### src/rtl/node_packet_interface.sv
// Node-side packet interface: stages packet fields, queues packets toward the router (TX FIFO)
// and buffers packets from the router (RX FIFO). Define NPI_FIELD_CHECK_EN to enable the written-field check.
module node_packet_interface #(
    parameter int COORD_BITS           = 1,
    parameter int MULTICAST_GROUP_BITS = 1,
    parameter int MATRIX_TYPE_BITS     = 1,
    parameter int MATRIX_COORD_BITS    = 8,
    parameter int MATRIX_ELEMENT_BITS  = 32,
    parameter int FIFO_DEPTH           = 4,
    localparam int PACKET_BITS = 2*COORD_BITS + MULTICAST_GROUP_BITS + 2 + MATRIX_TYPE_BITS
                               + 2*MATRIX_COORD_BITS + MATRIX_ELEMENT_BITS
) (
    input  logic                            clk,
    input  logic                            reset_n,
    input  logic [COORD_BITS-1:0]           x_coord_in,
    input  logic                            x_coord_in_valid,
    input  logic [COORD_BITS-1:0]           y_coord_in,
    input  logic                            y_coord_in_valid,
    input  logic [MULTICAST_GROUP_BITS-1:0] multicast_group_in,
    input  logic                            multicast_group_in_valid,
    input  logic                            done_flag_in,
    input  logic                            done_flag_in_valid,
    input  logic                            result_flag_in,
    input  logic                            result_flag_in_valid,
    input  logic [MATRIX_TYPE_BITS-1:0]     matrix_type_in,
    input  logic                            matrix_type_in_valid,
    input  logic [MATRIX_COORD_BITS-1:0]    matrix_x_coord_in,
    input  logic                            matrix_x_coord_in_valid,
    input  logic [MATRIX_COORD_BITS-1:0]    matrix_y_coord_in,
    input  logic                            matrix_y_coord_in_valid,
    input  logic [MATRIX_ELEMENT_BITS-1:0]  matrix_element_in,
    input  logic                            matrix_element_in_valid,
    input  logic                            packet_complete_in,
    output logic                            message_out_ready,
    output logic [PACKET_BITS-1:0]          tx_packet,
    output logic                            tx_valid,
    input  logic                            tx_ready,
    input  logic [PACKET_BITS-1:0]          rx_packet,
    input  logic                            rx_valid,
    output logic                            rx_ready,
    output logic [MULTICAST_GROUP_BITS-1:0] multicast_group_out,
    output logic                            done_flag_out,
    output logic                            result_flag_out,
    output logic [MATRIX_TYPE_BITS-1:0]     matrix_type_out,
    output logic [MATRIX_COORD_BITS-1:0]    matrix_x_coord_out,
    output logic [MATRIX_COORD_BITS-1:0]    matrix_y_coord_out,
    output logic [MATRIX_ELEMENT_BITS-1:0]  matrix_element_out,
    output logic                            message_in_available,
    output logic                            message_in_valid,
    input  logic                            message_in_read,
    output logic                            tx_overflow,
    output logic                            field_error
);
    localparam int PTR_W   = $clog2(FIFO_DEPTH);
    localparam int CNT_W   = PTR_W + 1;
    localparam int MY_LSB  = MATRIX_ELEMENT_BITS;
    localparam int MX_LSB  = MY_LSB + MATRIX_COORD_BITS;
    localparam int MT_LSB  = MX_LSB + MATRIX_COORD_BITS;
    localparam int RES_BIT = MT_LSB + MATRIX_TYPE_BITS;
    localparam int DON_BIT = RES_BIT + 1;
    localparam int MG_LSB  = DON_BIT + 1;
    localparam int Y_LSB   = MG_LSB + MULTICAST_GROUP_BITS;
    localparam logic [CNT_W-1:0] DEPTH_C = CNT_W'(FIFO_DEPTH);

    logic [COORD_BITS-1:0]           x_stage_r, y_stage_r;
    logic [MULTICAST_GROUP_BITS-1:0] mg_stage_r;
    logic                            done_stage_r, res_stage_r;
    logic [MATRIX_TYPE_BITS-1:0]     mt_stage_r;
    logic [MATRIX_COORD_BITS-1:0]    mx_stage_r, my_stage_r;
    logic [MATRIX_ELEMENT_BITS-1:0]  me_stage_r;
    logic [PACKET_BITS-1:0]          staged_pkt_s;

    logic [PACKET_BITS-1:0] tx_mem_r [FIFO_DEPTH];
    logic [PTR_W-1:0]       tx_wr_ptr_r, tx_rd_ptr_r;
    logic [CNT_W-1:0]       tx_count_r;
    logic                   tx_push_s, tx_pop_s, tx_full_s, fields_ok_s;

    logic [PACKET_BITS-1:0] rx_mem_r [FIFO_DEPTH];
    logic [PTR_W-1:0]       rx_wr_ptr_r, rx_rd_ptr_r;
    logic [CNT_W-1:0]       rx_count_r;
    logic                   rx_push_s, rx_pop_s, read_d_r, tx_overflow_r;
    logic [PACKET_BITS-1:0] rx_head_s;
    logic                   rx_coord_unused_s;

    // Field strobes bypass staging so a strobe coincident with complete is pushed.
    assign staged_pkt_s = {
        x_coord_in_valid        ? x_coord_in        : x_stage_r,
        y_coord_in_valid        ? y_coord_in        : y_stage_r,
        multicast_group_in_valid ? multicast_group_in : mg_stage_r,
        done_flag_in_valid      ? done_flag_in      : done_stage_r,
        result_flag_in_valid    ? result_flag_in    : res_stage_r,
        matrix_type_in_valid    ? matrix_type_in    : mt_stage_r,
        matrix_x_coord_in_valid ? matrix_x_coord_in : mx_stage_r,
        matrix_y_coord_in_valid ? matrix_y_coord_in : my_stage_r,
        matrix_element_in_valid ? matrix_element_in : me_stage_r
    };

    // Staging registers: load on strobe, persist across pushes.
    always_ff @(posedge clk) begin
        if (!reset_n) begin
            x_stage_r    <= '0;
            y_stage_r    <= '0;
            mg_stage_r   <= '0;
            done_stage_r <= 1'b0;
            res_stage_r  <= 1'b0;
            mt_stage_r   <= '0;
            mx_stage_r   <= '0;
            my_stage_r   <= '0;
            me_stage_r   <= '0;
        end else begin
            {x_stage_r, y_stage_r, mg_stage_r, done_stage_r, res_stage_r,
             mt_stage_r, mx_stage_r, my_stage_r, me_stage_r} <= staged_pkt_s;
        end
    end

`ifdef NPI_FIELD_CHECK_EN
    logic [2:0] mask_r, mask_now_s;
    logic       field_error_r;
    assign mask_now_s  = mask_r | {x_coord_in_valid, y_coord_in_valid, matrix_element_in_valid};
    assign fields_ok_s = &mask_now_s;
    assign field_error = field_error_r;

    // Written-mask of mandatory fields since the last complete, plus the error pulse.
    always_ff @(posedge clk) begin
        if (!reset_n) begin
            mask_r        <= 3'b000;
            field_error_r <= 1'b0;
        end else begin
            mask_r        <= packet_complete_in ? 3'b000 : mask_now_s;
            field_error_r <= packet_complete_in && !fields_ok_s;
        end
    end
`else
    assign fields_ok_s = 1'b1;
    assign field_error = 1'b0;
`endif

    // Fullness is judged on the start-of-cycle count, so a same-cycle pop does not rescue a push.
    assign tx_full_s         = (tx_count_r >= DEPTH_C);
    assign tx_push_s         = packet_complete_in && fields_ok_s && !tx_full_s;
    assign tx_pop_s          = tx_valid && tx_ready;
    assign tx_valid          = (tx_count_r != '0);
    assign tx_packet         = tx_mem_r[tx_rd_ptr_r];
    assign message_out_ready = reset_n && !tx_full_s;
    assign tx_overflow       = tx_overflow_r;

    // TX FIFO state and overflow pulse.
    always_ff @(posedge clk) begin
        if (!reset_n) begin
            tx_wr_ptr_r   <= '0;
            tx_rd_ptr_r   <= '0;
            tx_count_r    <= '0;
            tx_overflow_r <= 1'b0;
        end else begin
            tx_overflow_r <= packet_complete_in && fields_ok_s && tx_full_s;
            if (tx_push_s) begin
                tx_mem_r[tx_wr_ptr_r] <= staged_pkt_s;
                tx_wr_ptr_r           <= tx_wr_ptr_r + PTR_W'(1);
            end
            if (tx_pop_s) begin
                tx_rd_ptr_r <= tx_rd_ptr_r + PTR_W'(1);
            end
            case ({tx_push_s, tx_pop_s})
                2'b10:   tx_count_r <= tx_count_r + CNT_W'(1);
                2'b01:   tx_count_r <= tx_count_r - CNT_W'(1);
                default: tx_count_r <= tx_count_r;
            endcase
        end
    end

    assign rx_ready             = reset_n && (rx_count_r < DEPTH_C);
    assign rx_push_s            = rx_valid && rx_ready;
    assign rx_pop_s             = message_in_read && (rx_count_r != '0);
    assign message_in_available = (rx_count_r != '0);
    assign message_in_valid     = message_in_available && !read_d_r;

    // RX FIFO state; read_d_r masks the head for one cycle after a read while it settles.
    always_ff @(posedge clk) begin
        if (!reset_n) begin
            rx_wr_ptr_r <= '0;
            rx_rd_ptr_r <= '0;
            rx_count_r  <= '0;
            read_d_r    <= 1'b0;
        end else begin
            read_d_r <= message_in_read;
            if (rx_push_s) begin
                rx_mem_r[rx_wr_ptr_r] <= rx_packet;
                rx_wr_ptr_r           <= rx_wr_ptr_r + PTR_W'(1);
            end
            if (rx_pop_s) begin
                rx_rd_ptr_r <= rx_rd_ptr_r + PTR_W'(1);
            end
            case ({rx_push_s, rx_pop_s})
                2'b10:   rx_count_r <= rx_count_r + CNT_W'(1);
                2'b01:   rx_count_r <= rx_count_r - CNT_W'(1);
                default: rx_count_r <= rx_count_r;
            endcase
        end
    end

    // The node already knows its own coordinates, so the head's x/y are not presented.
    assign rx_head_s           = rx_mem_r[rx_rd_ptr_r];
    assign rx_coord_unused_s   = ^rx_head_s[PACKET_BITS-1:Y_LSB];
    assign multicast_group_out = rx_head_s[MG_LSB +: MULTICAST_GROUP_BITS];
    assign done_flag_out       = rx_head_s[DON_BIT];
    assign result_flag_out     = rx_head_s[RES_BIT];
    assign matrix_type_out     = rx_head_s[MT_LSB +: MATRIX_TYPE_BITS];
    assign matrix_x_coord_out  = rx_head_s[MX_LSB +: MATRIX_COORD_BITS];
    assign matrix_y_coord_out  = rx_head_s[MY_LSB +: MATRIX_COORD_BITS];
    assign matrix_element_out  = rx_head_s[MATRIX_ELEMENT_BITS-1:0];
endmodule

### config.mk
export PLATFORM = sky130hd
export DESIGN_NAME = node_packet_interface
export DESIGN_NICKNAME = d
export VERILOG_FILES = /design/src/rtl/node_packet_interface.sv
export SDC_FILE = /design/constraint.sdc
export NUM_CORES = 1
export LEC_CHECK = 0
export ABC_AREA = 1
export BUFFER_PORTS_ARGS = -buffer_cell sky130_fd_sc_hd__buf_2
export CELL_PAD_IN_SITES_DETAIL_PLACEMENT = 1
export CELL_PAD_IN_SITES_GLOBAL_PLACEMENT = 2
export CORE_ASPECT_RATIO = 1.75
export CORE_MARGIN = 4
export CORE_UTILIZATION = 39
export CTS_BUF_LIST = sky130_fd_sc_hd__clkbuf_16
export CTS_CLUSTER_SIZE = 25
export DETAILED_ROUTE_END_ITERATION = 10
export PLACE_DENSITY_LB_ADDON = 0.1
export SLEW_MARGIN = 40
export SYNTH_ARGS = -nofsm -noshare
export SYNTH_HDL_FRONTEND = slang
export SYNTH_SLANG_ARGS = --single-unit
### constraint.sdc
create_clock -name clk -period 4.4 [get_ports clk]
set_input_delay 0.22 -clock clk [delete_from_list [all_inputs] [get_ports clk]]
set_output_delay 0.22 -clock clk [all_outputs]
set_load 0.01 [all_outputs]
==> results of run 1 <==
## cell families (layout without fill, tap and decap cells)
kind of cell / count (synthesis) / after routing / synth area share (%)
buffers and inverters: 128 / 504 / 3.33
flip-flops: 498 / 498 / 75.9
adder cells (fa/ha/maj): 12 / 12 / 0.882
AND/OR/NAND/NOR: 429 / 429 / 8.67
other: 1 / 4 / 0.0200
AO/OA/AOI/OAI: 390 / 390 / 11.1
XOR/XNOR: 1 / 1 / 0.0468
## final timing paths
check / cells after the start / slack (ps) / endpoint
worst max-delay path: 6 / 1110 / matrix_x_coord_out[3]
worst max register to register: 4 / 2110 / rx_mem_r[2][38]
worst min-delay path: 3 / 40 / my_stage_r[3]
worst min register to register: 2 / 470 / my_stage_r[7]
## routing by layer
layer | track usage (%) | vias up | part of all wire (%)
met5 | 0 | - | 0.027
met4 | 4.55 | 2 | 2.1
met3 | 3.73 | 64 | 4.8
met2 | 35.2 | 254 | 54
met1 | 20.6 | 6180 | 39
li1 | - | 5925 | -
## final cells by class
type                            instances  area (sq um)  area share [%]
Inverter                               45           185           0.801
Clock buffer                           47          1180            5.09
Antenna cell                            3          7.51          0.0325
Timing Repair Buffer                  376          2560            11.1
Tap cell                              594           743            3.21
Sequential cell                       498         14200            61.5
Clock inverter                         36           284            1.23
Multi-Input combinational cell        833          3950            17.1
## cells in the final DEF (no fill, tap or decap), drive strengths merged, types with 2 or more instances in the layout
cell type	synthesis	layout
fa	2	2
nand3	5	5
o21ai	219	219
dlygate4sd3	0	121
diode	0	3
dfxtp	74	74
inv	44	58
buf	40	255
clkinv	1	17
nor2	236	236
o22ai	106	106
edfxtp	424	424
nand2	187	187
a21oi	65	65
bufinv	0	5
clkbuf	43	47
ha	10	10
## repair_timing
item                                    in CTS  in global routing
endpoints found under the setup margin       0                  0
endpoints found under the hold margin      292                  0
buffers inserted                             0                  0
hold buffers                               121                  0
## registers in the layout, summed over array words and instances, names as in the netlist, named ones only
register      flops
x_stage_r         1
tx_mem_r        216
read_d_r          1
rx_wr_ptr_r       2
rx_rd_ptr_r       2
rx_mem_r        208
mx_stage_r        8
res_stage_r       1
tx_count_r        3
tx_overflow       1
mg_stage_r        1
y_stage_r         1
tx_wr_ptr_r       2
my_stage_r        8
tx_rd_ptr_r       2
me_stage_r       32
rx_count_r        3
mt_stage_r        1
done_stage_r      1
## stage by stage
step	util (%)	instances	total power, mW
detailed placement	42.9	2225	8.29
CTS	48.5	2429	12.3
global placement	42.9	2224	8.21
floorplan	-	1459	7.21
global route	48.6	2431	12.8
finish	48.6	2432	12.1
## where the power goes
part | switching [mW] | internal [mW]
registers | 0.133 | 5.43
clock network | 1.67 | 2.22
logic | 1.77 | 0.870
## worst max-delay path, stage by stage (launching register included)
cell and delay, ps:
dfxtp_2 320, buf_4 460, clkinv_2 710, buf_4 500
o21ai_0 220, o22ai_1 100, buf_2 150
==> flow_summary_export.csv, run 1 <==
group,metric,value,unit
status,status,"finished, final reports clean",
sta,hold_viol_final,0,
place,place.gp.congestion,0.690,
worst_setup_path,end_kind,"output port",
sta,tightest_slew,786,ps
finish,finalInstanceArea,23100,sq um
sta,layout_min_cycle_time,3290,ps
synthesis,synthTopCellsByCount,"edfxtp_1, nor2_1, o21ai_0, nand2_1, o22ai_1",
die,die_area,51700,sq um
route,drc,0,
worst_hold_path,hold_path.class,"in2reg",
worst_setup_path,r2r_start,"rx_count_r[2]",
route,vias,12425,
clocking,htree_levels,2,
route,via_per_inst,5.11,
route,dr.pass1.iters,5,
global_route,grt_pass1_vias,13407,
global_route,grt_overflow,0,
place,dp_hpwl,28.5,mm
global_route,grt_pass1_wl,75.0,mm
sta,period_share,74.8,%
synthesis,synthCells,1459,
synthesis,synth_seq_cells,498,
die,die_w,174,microns
worst_setup_path,critPathArrivalTime,3070,ps
sta,finalSetupViolCount,0,
sta,slew_headroom,47.6,%
worst_setup_path,required,4180,ps
clocking,cts_made_buffers,45,
route,drt_iter0_markers,614,
finish,nets,1934,
synthesis,synth_top_area_share,68.0,%
global_route,antenna_found_initial,4,
power_and_ir_drop,cellPowerDensity,523,nW/um^2
clocking,cts_num_sinks,498,
place,postPlaceCellArea,20400,sq um
synthesis,ys.flop_type,"edfxtp_1",
sta,fin_worst_skew,16.9,ps
synthesis,synth.avg_cell_area,12.8,sq um
clocking,cts_root_buffer,"clkbuf_16",
synthesis,synth_area,18700,sq um
sta,fmax,304,MHz
finish,num-fill-cells,4866,
synthesis,yosysMostFrequentCell,"edfxtp_1",
die,core,47600,sq um
worst_setup_path,critPathMaxFanout,51,
synthesis,synth-warning-count,0,
route,drt.antenna.violating_nets,0,
power_and_ir_drop,irDropWorstVdd,0.000338,V
clocking,clkLatencyLatePin,560,ps
die,io_pins,236,
sta,rsz0062_at_grt,"false",
global_route,grt_max_degree,102,
worst_hold_path,worstHoldStart,"matrix_y_coord_in_valid",
synthesis,synthArstFlopShare,0,%
route,routedWlPerCell,19.8,microns
synthesis,synth_edf_count,424,
place,place_ws,1790,ps
job,max-cap-violations,0,
place,port_buffers,232,
clocking,cts_resized,0,
finish,area_growth,23.5,%
die,rows,106,
synthesis,synth_nets,1594,
power_and_ir_drop,leakage,8.61,nW
sta,setup_tns,0,ps
sta,finalMaxSlewViolations,0,
clocking,clkTransAtPathRegs,70,ps
die,initial_utilization,39.3,%
route,drt_wl_total,48.2,mm
clocking,clk_path_buf_depth,3,
die,dieHeight,298,microns
global_route,track_usage,18.3,%
synthesis,yosys-top-cells-area,"edfxtp_1, dfxtp_1, o21ai_0",
sta,hold-worst-slack,36.5,ps
finish,drive_above_1_share,18.1,%
worst_setup_path,setup.worst_path.start_class,"register",
clocking,cts_tree,"built",
worst_setup_path,worstSetupPathType,"reg2out",
sta,finalWorstSetupSlack,1110,ps
synthesis,synth_largest_area_cell,"edfxtp_1",
synthesis,yosys.cell_types.count,23,
synthesis,yosysSeqAreaShare,75.9,%
Note: power is estimated with default switching activity, not from simulation.
==> run 2, diff against run 1 <==
--- a/config.mk
+++ b/config.mk
@@ -11,7 +11,7 @@
 export CELL_PAD_IN_SITES_GLOBAL_PLACEMENT = 2
 export CORE_ASPECT_RATIO = 1.75
 export CORE_MARGIN = 4
-export CORE_UTILIZATION = 39
+export CORE_UTILIZATION = 36
 export CTS_BUF_LIST = sky130_fd_sc_hd__clkbuf_16
 export CTS_CLUSTER_SIZE = 25
 export DETAILED_ROUTE_END_ITERATION = 10
==> constraint.sdc (replaced) <==
create_clock -name clk -period 2.85 [get_ports clk]
set_input_delay 0.1425 -clock clk [delete_from_list [all_inputs] [get_ports clk]]
set_output_delay 0.1425 -clock clk [all_outputs]
set_load 0.01 [all_outputs]
==> flow_summary_export.csv, run 2 (synthesized netlist as in run 1, its figures left out) <==
group,metric,value,unit
power_and_ir_drop,leakage,8.78,nW
worst_setup_path,worstSetupPathType,"reg2out",
sta,setup_tns,0,ps
worst_setup_path,end_kind,"output port",
clocking,clkLatencyLatePin,550,ps
finish,final_cell_mix,"edfxtp_1, buf_2, nor2_1, o21ai_0, nand2_1",
sta,fmax,415,MHz
worst_setup_path,required,2710,ps
clocking,clkTransAtPathRegs,70,ps
power_and_ir_drop,cellPowerDensity,802,nW/um^2
global_route,grt_overflow,0,
place,dp.cells,2308,
die,rows,110,
die,die_area,55900,sq um
route,via_per_inst,4.97,
global_route,grt_max_degree,109,
worst_setup_path,cp_num_buf_inv,2,
finish,reg_top3,"tx_mem_r (216), rx_mem_r (208), me_stage_r (32)",
power_and_ir_drop,irDropWorstVdd,0.000514,V
worst_setup_path,critPathArrivalTime,2270,ps
worst_setup_path,slowest_stage,"buf_4",
place,postPlaceCellArea,20800,sq um
clocking,cts_tree,"built",
die,die_w,180,microns
finish,drive_above_1_share,18.7,%
global_route,track_usage,17.3,%
place,place.gp.congestion,0.702,
route,routedWlPerCell,19.3,microns
worst_setup_path,crit_path_max_incr_delay,560,ps
die,io_pins,236,
clocking,cts_num_sinks,498,
sta,layout_min_cycle_time,2410,ps
finish,regMostFlops,"tx_mem_r",
route,dr.pass1.iters,4,
finish,largest_register_ffs,216,
die,core,51500,sq um
global_route,grt_pass1_vias,13527,
route,drt.antenna.violating_nets,0,
job,max-cap-violations,0,
sta,rsz0062_at_grt,"false",
sta,finalMaxSlewViolations,0,
die,initial_utilization,36.4,%
route,drt_iter0_markers,474,
clocking,htree_levels,2,
clocking,cts_root_buffer,"clkbuf_16",
finish,layout_commonest_cell,"edfxtp_1",
finish,finalNonFillerCells,2537,
sta,tightest_slew,699,ps
route,vias,12619,
sta,slew_headroom,53.4,%
route,drc,0,
sta,hold_viol_final,0,
sta,period_share,84.6,%
global_route,grt_pass1_wl,75.9,mm
status,status,"finished, final reports clean",
clocking,postCtsSetupRepairBufs,0,
worst_setup_path,setup.worst_path.start_class,"register",
clocking,cts_made_buffers,47,
worst_setup_path,cp_top_family,"buffers and inverters",
finish,finalInstanceArea,23800,sq um
worst_setup_path,crit_chain,"buf_4 -> o21ai_0 -> o22ai_1 -> buf_2",
finish,area_growth,26.9,%
finish,postLayoutCoreUtil,46.2,%
place,port_buffers,232,
finish,num-fill-cells,5381,
place,dp_hpwl,29.3,mm
global_route,antenna_found_initial,2,
worst_setup_path,critPathMaxFanout,54,
sta,hold-worst-slack,47.3,ps
finish,nets,1961,
sta,finalSetupViolCount,0,
clocking,cts_resized,0,
die,dieHeight,310,microns
clocking,hold_buffers,141,
sta,fin_worst_skew,12.8,ps
route,drt_wl_total,49.1,mm
clocking,clk_path_buf_depth,3,
worst_hold_path,hold_path.class,"in2reg",
## run 2: cell count changes in the layout (fill, tap and decap cells not counted), moves of 2 or more
cell / change
buf_12: +20
dlygate4sd3_1: +20
buf_4: -11
inv_1: -5
clkinvlp_4: +4
buf_6: -3
clkbuf_16: +2
diode_2: -2
inv_2: +2
## run 2: metal layers
metal | track usage [%] | vias to the layer above | share of wire, %
met3 | 3.44 | 86 | 4.8
li1 | - | 5991 | -
met1 | 19.6 | 6263 | 39
met2 | 32.4 | 277 | 53
met5 | 0 | - | 0.026
met4 | 5.86 | 2 | 3.3
## run 2: power by group
group          total (mW)  internal (mW)  switching (mW)
combinational        4.33           1.48            2.85
clock                6.20           3.57            2.63
sequential           8.53           8.38           0.150
total                19.1           13.4            5.62
## run 2: layout make-up
type                       count  area [sq um]  area share (%)
sequential                   498         14200            59.9
multi-input combinational    833          3950            16.6
timing repair buffer         401          3030            12.8
clock buffer                  49          1230            5.16
tap                          672           841            3.54
clock inverter                38           314            1.32
inverter                      45           176           0.742
antenna                        1          2.50          0.0105
## run 2: metrics by stage
stage	total power, mW	setup WS, ps
global placement	12.9	866
floorplan	11.1	-455
global route	20.1	243
CTS	19.4	339
finish	19.1	440
detailed placement	13.0	855
## run 2: final timing paths
check | start | end | slack [ps] | depth (start not counted)
worst min register to register | mx_stage_r[3] | mx_stage_r[3] | 470 | 2
worst min-delay path | matrix_type_in_valid | tx_mem_r[1][48] | 50 | 4
worst max register to register | tx_count_r[2] | tx_count_r[2] | 970 | 11
worst max-delay path | register | tx_packet[18] | 440 | 4
## run 2: worst min-delay path: cells and delay by family
family                 cells  cell delay (ps)
buffers and inverters      2              140
and+or+nand+nor            2              180
